`src/rtl/tag_meta_array.sv`:
```
// tag_meta_array: set-associative tag/metadata store that sits next to the
// cache data array. One command port from the cache controller:
//   op 00 lookup, 01 fill, 10 invalidate set, 11 invalidate all (sweep).
// Ports:
//   clk, rst (async, active-low)
//   cmd_valid/cmd_ready, cmd_op, cmd_index, cmd_tag   command in
//   rsp_valid, rsp_hit, rsp_way, rsp_evict, rsp_evict_tag  registered response
//   busy                                               sweep in progress
//   parity_err (only with TAG_META_PARITY_EN)          tag parity mismatch seen
// Optional feature macro: TAG_META_PARITY_EN adds an even-parity bit per
// entry; a lookup that finds a corrupted valid way treats it as a miss and
// drops its valid bit.

module tag_meta_way #(
  parameter int TAG_W = 8
) (
  input  logic             vld,
  input  logic [TAG_W-1:0] tag_st,
  input  logic [TAG_W-1:0] tag_in,
`ifdef TAG_META_PARITY_EN
  input  logic             par_st,
  output logic             perr,
`endif
  output logic             match
);
`ifdef TAG_META_PARITY_EN
  assign perr  = vld & (par_st != ^tag_st);
  assign match = vld & ~perr & (tag_st == tag_in);
`else
  assign match = vld & (tag_st == tag_in);
`endif
endmodule

module tag_meta_array #(
  parameter  int NUM_SETS = 64,
  parameter  int WAYS     = 2,
  parameter  int TAG_W    = 8,
  localparam int IDX_W    = $clog2(NUM_SETS),
  localparam int WAY_W    = (WAYS > 1) ? $clog2(WAYS) : 1
) (
  input  logic             clk,
  input  logic             rst,
  input  logic             cmd_valid,
  output logic             cmd_ready,
  input  logic [1:0]       cmd_op,
  input  logic [IDX_W-1:0] cmd_index,
  input  logic [TAG_W-1:0] cmd_tag,
  output logic             rsp_valid,
  output logic             rsp_hit,
  output logic [WAY_W-1:0] rsp_way,
  output logic             rsp_evict,
  output logic [TAG_W-1:0] rsp_evict_tag,
`ifdef TAG_META_PARITY_EN
  output logic             parity_err,
`endif
  output logic             busy
);
  localparam logic [1:0] OP_LOOKUP = 2'b00, OP_FILL = 2'b01,
                         OP_INVSET = 2'b10, OP_INVALL = 2'b11;

  typedef enum logic {IDLE, SWEEP} state_t;
  state_t state, state_nxt;

  logic [IDX_W-1:0]                swp_cnt;
  logic [NUM_SETS-1:0][WAYS-1:0]   vld;
  logic [NUM_SETS-1:0][WAY_W-1:0]  rr_ptr;
  logic [TAG_W-1:0]                tag_mem [NUM_SETS][WAYS];

  logic                   accept, swp_last;
  logic [WAYS-1:0]        set_vld, match;
  logic [WAYS-1:0][TAG_W-1:0] rd_tag;
  logic                   hit_any, inv_any, evict;
  logic [WAY_W-1:0]       hit_way, inv_way, wr_way;

  assign cmd_ready = (state == IDLE);
  assign busy      = (state == SWEEP);
  assign accept    = cmd_valid & cmd_ready;
  assign set_vld   = vld[cmd_index];
  assign swp_last  = (swp_cnt == IDX_W'(NUM_SETS - 1));

`ifdef TAG_META_PARITY_EN
  logic            par_mem [NUM_SETS][WAYS];
  logic [WAYS-1:0] perr;
`endif

  for (genvar w = 0; w < WAYS; w++) begin : g_way
    assign rd_tag[w] = tag_mem[cmd_index][w];
    tag_meta_way #(.TAG_W(TAG_W)) u_way (
      .vld    (set_vld[w]),
      .tag_st (rd_tag[w]),
      .tag_in (cmd_tag),
`ifdef TAG_META_PARITY_EN
      .par_st (par_mem[cmd_index][w]),
      .perr   (perr[w]),
`endif
      .match  (match[w])
    );
  end

  // Way selection: existing copy first, then lowest free way, else the
  // round-robin victim. Loops run high-to-low so the lowest index wins.
  always_comb begin
    hit_any = |match;
    inv_any = ~&set_vld;
    hit_way = '0;
    inv_way = '0;
    for (int w = WAYS - 1; w >= 0; w--) begin
      if (match[w])    hit_way = WAY_W'(w);
      if (!set_vld[w]) inv_way = WAY_W'(w);
    end
    evict = 1'b0;
    if (hit_any)      wr_way = hit_way;
    else if (inv_any) wr_way = inv_way;
    else begin
      wr_way = (WAYS == 1) ? '0 : rr_ptr[cmd_index];
      evict  = 1'b1;
    end
  end

  always_comb begin
    state_nxt = state;
    case (state)
      IDLE:  if (accept && cmd_op == OP_INVALL) state_nxt = SWEEP;
      SWEEP: if (swp_last) state_nxt = IDLE;
      default: state_nxt = IDLE;
    endcase
  end

  always_ff @(posedge clk or negedge rst) begin
    if (!rst) state <= IDLE;
    else      state <= state_nxt;
  end

  always_ff @(posedge clk or negedge rst) begin
    if (!rst) begin
      vld           <= '0;
      rr_ptr        <= '0;
      swp_cnt       <= '0;
      rsp_valid     <= 1'b0;
      rsp_hit       <= 1'b0;
      rsp_way       <= '0;
      rsp_evict     <= 1'b0;
      rsp_evict_tag <= '0;
`ifdef TAG_META_PARITY_EN
      parity_err    <= 1'b0;
`endif
    end else begin
      rsp_valid <= 1'b0;
`ifdef TAG_META_PARITY_EN
      parity_err <= 1'b0;
`endif
      if (state == SWEEP) begin
        vld[swp_cnt]    <= '0;
        rr_ptr[swp_cnt] <= '0;
        swp_cnt         <= swp_cnt + 1'b1;
        if (swp_last) begin
          rsp_valid <= 1'b1;
          rsp_hit   <= 1'b0;
          rsp_way   <= '0;
          rsp_evict <= 1'b0;
        end
      end else if (accept) begin
        case (cmd_op)
          OP_LOOKUP: begin
            rsp_valid <= 1'b1;
            rsp_hit   <= hit_any;
            rsp_way   <= hit_any ? hit_way : '0;
            rsp_evict <= 1'b0;
`ifdef TAG_META_PARITY_EN
            vld[cmd_index] <= set_vld & ~perr;
            parity_err     <= |perr;
`endif
          end
          OP_FILL: begin
            rsp_valid <= 1'b1;
            rsp_hit   <= hit_any;
            rsp_way   <= wr_way;
            rsp_evict <= evict;
            vld[cmd_index][wr_way] <= 1'b1;
            if (evict) begin
              rsp_evict_tag     <= rd_tag[wr_way];
              rr_ptr[cmd_index] <= (WAYS == 1) ? '0 : rr_ptr[cmd_index] + 1'b1;
            end
          end
          OP_INVSET: begin
            rsp_valid         <= 1'b1;
            rsp_hit           <= 1'b0;
            rsp_way           <= '0;
            rsp_evict         <= 1'b0;
            vld[cmd_index]    <= '0;
            rr_ptr[cmd_index] <= '0;
          end
          default: swp_cnt <= '0;  // invalidate-all: response comes at sweep end
        endcase
      end
    end
  end

  // Tag storage is deliberately not reset; valid bits gate its use.
  always_ff @(posedge clk) begin
    if (accept && cmd_op == OP_FILL) begin
      tag_mem[cmd_index][wr_way] <= cmd_tag;
`ifdef TAG_META_PARITY_EN
      par_mem[cmd_index][wr_way] <= ^cmd_tag;
`endif
    end
  end
endmodule

```
`config.mk`:
```
export PLATFORM = sky130hd
export DESIGN_NAME = tag_meta_array
export DESIGN_NICKNAME = d
export VERILOG_FILES = /design/src/rtl/tag_meta_array.sv
export SDC_FILE = /design/constraint.sdc
export NUM_CORES = 2
export LEC_CHECK = 0
export BUFFER_PORTS_ARGS = -buffer_cell sky130_fd_sc_hd__buf_2
export CORE_MARGIN = 2
export CORE_UTILIZATION = 57
export CTS_CLUSTER_DIAMETER = 200
export CTS_CLUSTER_SIZE = 8
export DETAILED_ROUTE_END_ITERATION = 8
export PLACE_DENSITY = 0.8
export SLEW_MARGIN = 20
export SYNTH_ARGS = -nofsm -noshare
export SYNTH_HDL_FRONTEND = slang
export SYNTH_SLANG_ARGS = --single-unit
```
`constraint.sdc`:
```
create_clock -name clk -period 4.1 [get_ports clk]
set_input_delay 0.41 -clock clk [delete_from_list [all_inputs] [get_ports clk]]
set_output_delay 0.41 -clock clk [all_outputs]
set_load 0.02 [all_outputs]
```
==> results.md <==
* Total CTS buffers at 172
* Latest clock arrival within the worst-skew pair at 0.82 ns
* Slowest stage delay, CP at 0.49 ns
* Mapped Area at 52,800 um^2
* Most frequent CP cell: buf_12
* Most used routing layer: met2
* DRT iter0 DRCs at 7,498
* Cell variety after synth at 81
* IO Pins at 33
* Status: complete, but fails checks
* Worst Path Max Fanout at 23
* Pre-CTS setup slack at -0.883 ns
* Largest net degree at the start of global routing at 125
* Grt met1 use at 50.7%
* Synthesis-stage register bit count at 1,235
* Final hold vios at 0
* Full die area at 95,000 um^2
* Tmin final at 4.20 ns
* CP endpoint kind: flip-flop
* Crit path cell chain: buf_8 -> buf_4 -> and2_2 -> buf_12 -> a22oi_1 -> nand3_1 -> nand4_1 -> nor2_2 -> xor2_1 -> nand4_1 -> o31a_1 -> or3_4 -> buf_12 -> buf_12 -> buf_12 -> nor2_4
* Synthesized net count at 3,605
* Leakage power at 22.7 nW
* Final setup viols at 153
* Unrepaired setup endpoints after global routing: yes
* Met2 usage at 57.3%
* Commonest non-fill, non-tap cell in the layout: edfxtp_1
* Post-route insts no fill at 5,335
* GPL Wtd Cong at 1.03
* Initial antenna violation count at 10
* Number of enable flip-flop cells after synthesis at 1,024
* Fin worst setup slack at -0.104 ns
* Worst-margin pin slew at 1.10 ns
* # port buffers at 32
* Seq/Total Area, Yosys at 68.3%
* Mapped Cells at 3,580
* CTS tree: yes
* Vias in the first global route at 37,100
* Syn_area_per_cell at 14.7 um^2
* Core area at 91,700 um^2
* Rel. slew slack at 26.8%
* Worst hold-check path type: in2reg
* Worst Skew at 0.0830 ns
* First-pass GRT wire length at 268,000 um
* CTS Root Cell: clkbuf_16
* Yosys warning count at 0
* Reg clk slew, reported paths at 0.05 ns
* Final Cycle Share at 103%
* Met3 Use GR at 16.4%
* Max-cap violations at 0
* Pre-antenna DRT Iters at 9
* Die H at 308 um
* Vias per inst at 7.27
* Fin. max-slew vios at 0
* Layout cells sized above 1 at 24.5%
* Fin nets at 4,080
* Fmax achieved at 238 MHz
* Synth async-reset ratio at 17.1%
* Startpoint types: primary input
* GRT overflow at 0
* Die Wd at 308 um
* P&R area growth vs syn at 20.5%
* Routed wire per std cell at 35.8 um
* Total GRT Usage at 40.1%
* Placed insts at 5,049
* Via count at 38,800
* Critical Setup Path Class: in2reg
* Slowest CP cell: or3_4
* CTS Buffer Depth at 3
* Num rows at 111
* Pwr dens at 468 nW/um^2
* Clk sink count at 1,235
* CP required at 4.55 ns
* Post-Route WL at 191,000 um
* Most frequent cells in the layout: edfxtp_1, buf_4, mux2i_1
* Final HPWL DP at 123,000 um
* Failing checks: negative setup slack
* H-tree depth at 4
* Top FF cell, synth: edfxtp_1
* VDD IR max at 430 uV
* DRC at 0
* Count of antenna-violating nets left after detailed routing at 0
* Worst Path Arrival at 4.65 ns
* Starting Density at 57.6%
* WHS at 0.0290 ns
-- worst max-delay path: cells and delay by family --
kind / cells / cell delay [ns]
simple gates: 7 / 2.35
compound gates: 2 / 0.43
buf+inv: 6 / 1.22
xor+xnor: 1 / 0.17
-- cell type report --
cell class | count | area [um^2]
Sequential cell | 1235 | 36000
Tap cell | 1186 | 1480
Inverter | 11 | 41.3
Timing Repair Buffer | 569 | 5070
Clock inverter | 16 | 344
Multi-Input combinational cell | 2066 | 16000
Fill cell | 5767 | 28100
Antenna cell | 3 | 7.51
Clock buffer | 249 | 4590
-- report_power, final --
group / total (mW) / internal (mW) / switching (mW)
registers: 13.8 / 13.7 / 0.134
logic: 2.74 / 0.895 / 1.84
clock network: 13.2 / 7.73 / 5.49
-- path summary, 6_finish.rpt --
path / startpoint / to / slack, ns / cells after the start
min in group asynchronous: rst / rsp_evict / 0.36 / 2
min reg2reg: vld[24] / vld[24] / 0.48 / 2
max reg2reg: tag_mem[30][0] / tag_mem[15][6] / -0.06 / 14
min: cmd_valid / rsp_valid / 0.03 / 3
max: cmd_index[2] / tag_mem[15][6] / -0.10 / 16
max in group asynchronous: rst / vld[76] / 2.75 / 3
-- metal layers --
metal | wire length [um] | vias up
met5 | 106 | -
met4 | 15500 | 10
met3 | 32200 | 966
met2 | 80700 | 3974
met1 | 62500 | 18800
li1 | - | 15000
-- Yosys cell counts, types with 7 or more instances --
cell,number,share of area [%]
a21boi_0,72,1.0
a21oi_1,93,0.88
a221o_1,10,0.19
a221oi_1,62,1.0
a22o_1,75,1.2
a22oi_1,129,1.8
a311o_1,65,1.2
a31oi_1,9,0.11
and2_1,7,0.083
and3_1,9,0.11
buf_1,17,0.12
buf_2,93,0.88
buf_4,28,0.40
buf_6,18,0.38
clkbuf_1,112,0.80
dfrtp_1,211,10
edfxtp_1,1024,58
inv_1,9,0.064
mux2_2,39,0.83
mux2i_1,288,5.5
mux4_2,94,4.0
nand2_1,250,1.8
nand2b_1,16,0.19
nand3_1,51,0.48
nand3b_1,8,0.11
nand4_1,12,0.14
nor2_1,290,2.1
nor2b_1,27,0.32
nor3_1,41,0.39
nor3b_1,7,0.10
o211ai_1,7,0.10
o21a_1,36,0.51
o21ai_0,132,1.3
o221ai_1,9,0.15
o22a_1,14,0.23
o22ai_1,91,1.1
o2bb2ai_1,7,0.12
xor2_1,15,0.25
-- stage by stage --
step | TNS, ns | power, mW | util, % | instance area, um^2
2_1_floorplan | -13.69 | 15.3 | - | 53100
3_3_place_gp | -869.64 | 16.5 | 63.4 | 58100
3_5_place_dp | -746.25 | 16.6 | 63.4 | 58100
4_1_cts | 0 | 29.5 | 69.1 | 63300
5_1_grt | -9.08 | 30.3 | 69.4 | 63600
6_report | -5.79 | 29.8 | 69.4 | 63600
-- sequential cells by signal, indices dropped and copies added, names as in the netlist --
register,flops
busy,1
rr_ptr,64
rsp_evict,1
rsp_evict_tag,8
rsp_hit,1
rsp_valid,1
rsp_way,1
swp_cnt,6
tag_mem,1024
vld,128
-- cells by family after synthesis --
kind of cell | after synthesis | share of synthesized area [%]
buffers and inverters | 279 | 2.66
AOI/OAI and AO/OA | 855 | 11.8
muxes | 426 | 10.4
DFF | 1235 | 68.3
and+or+nand+nor | 759 | 6.40
xor gates and xnor gates | 20 | 0.332
adders and majority gates | 6 | 0.142
-- what timing repair did --
action	4_1_cts	5_1_grt
buffers inserted	3	14
hold endpoints to repair	126	0
pin swaps	5	25
cloned	0	2
resized for setup	38	27
setup endpoints to repair	1151	1151
hold buffers	2	0
(Power assumes the default switching activity.)
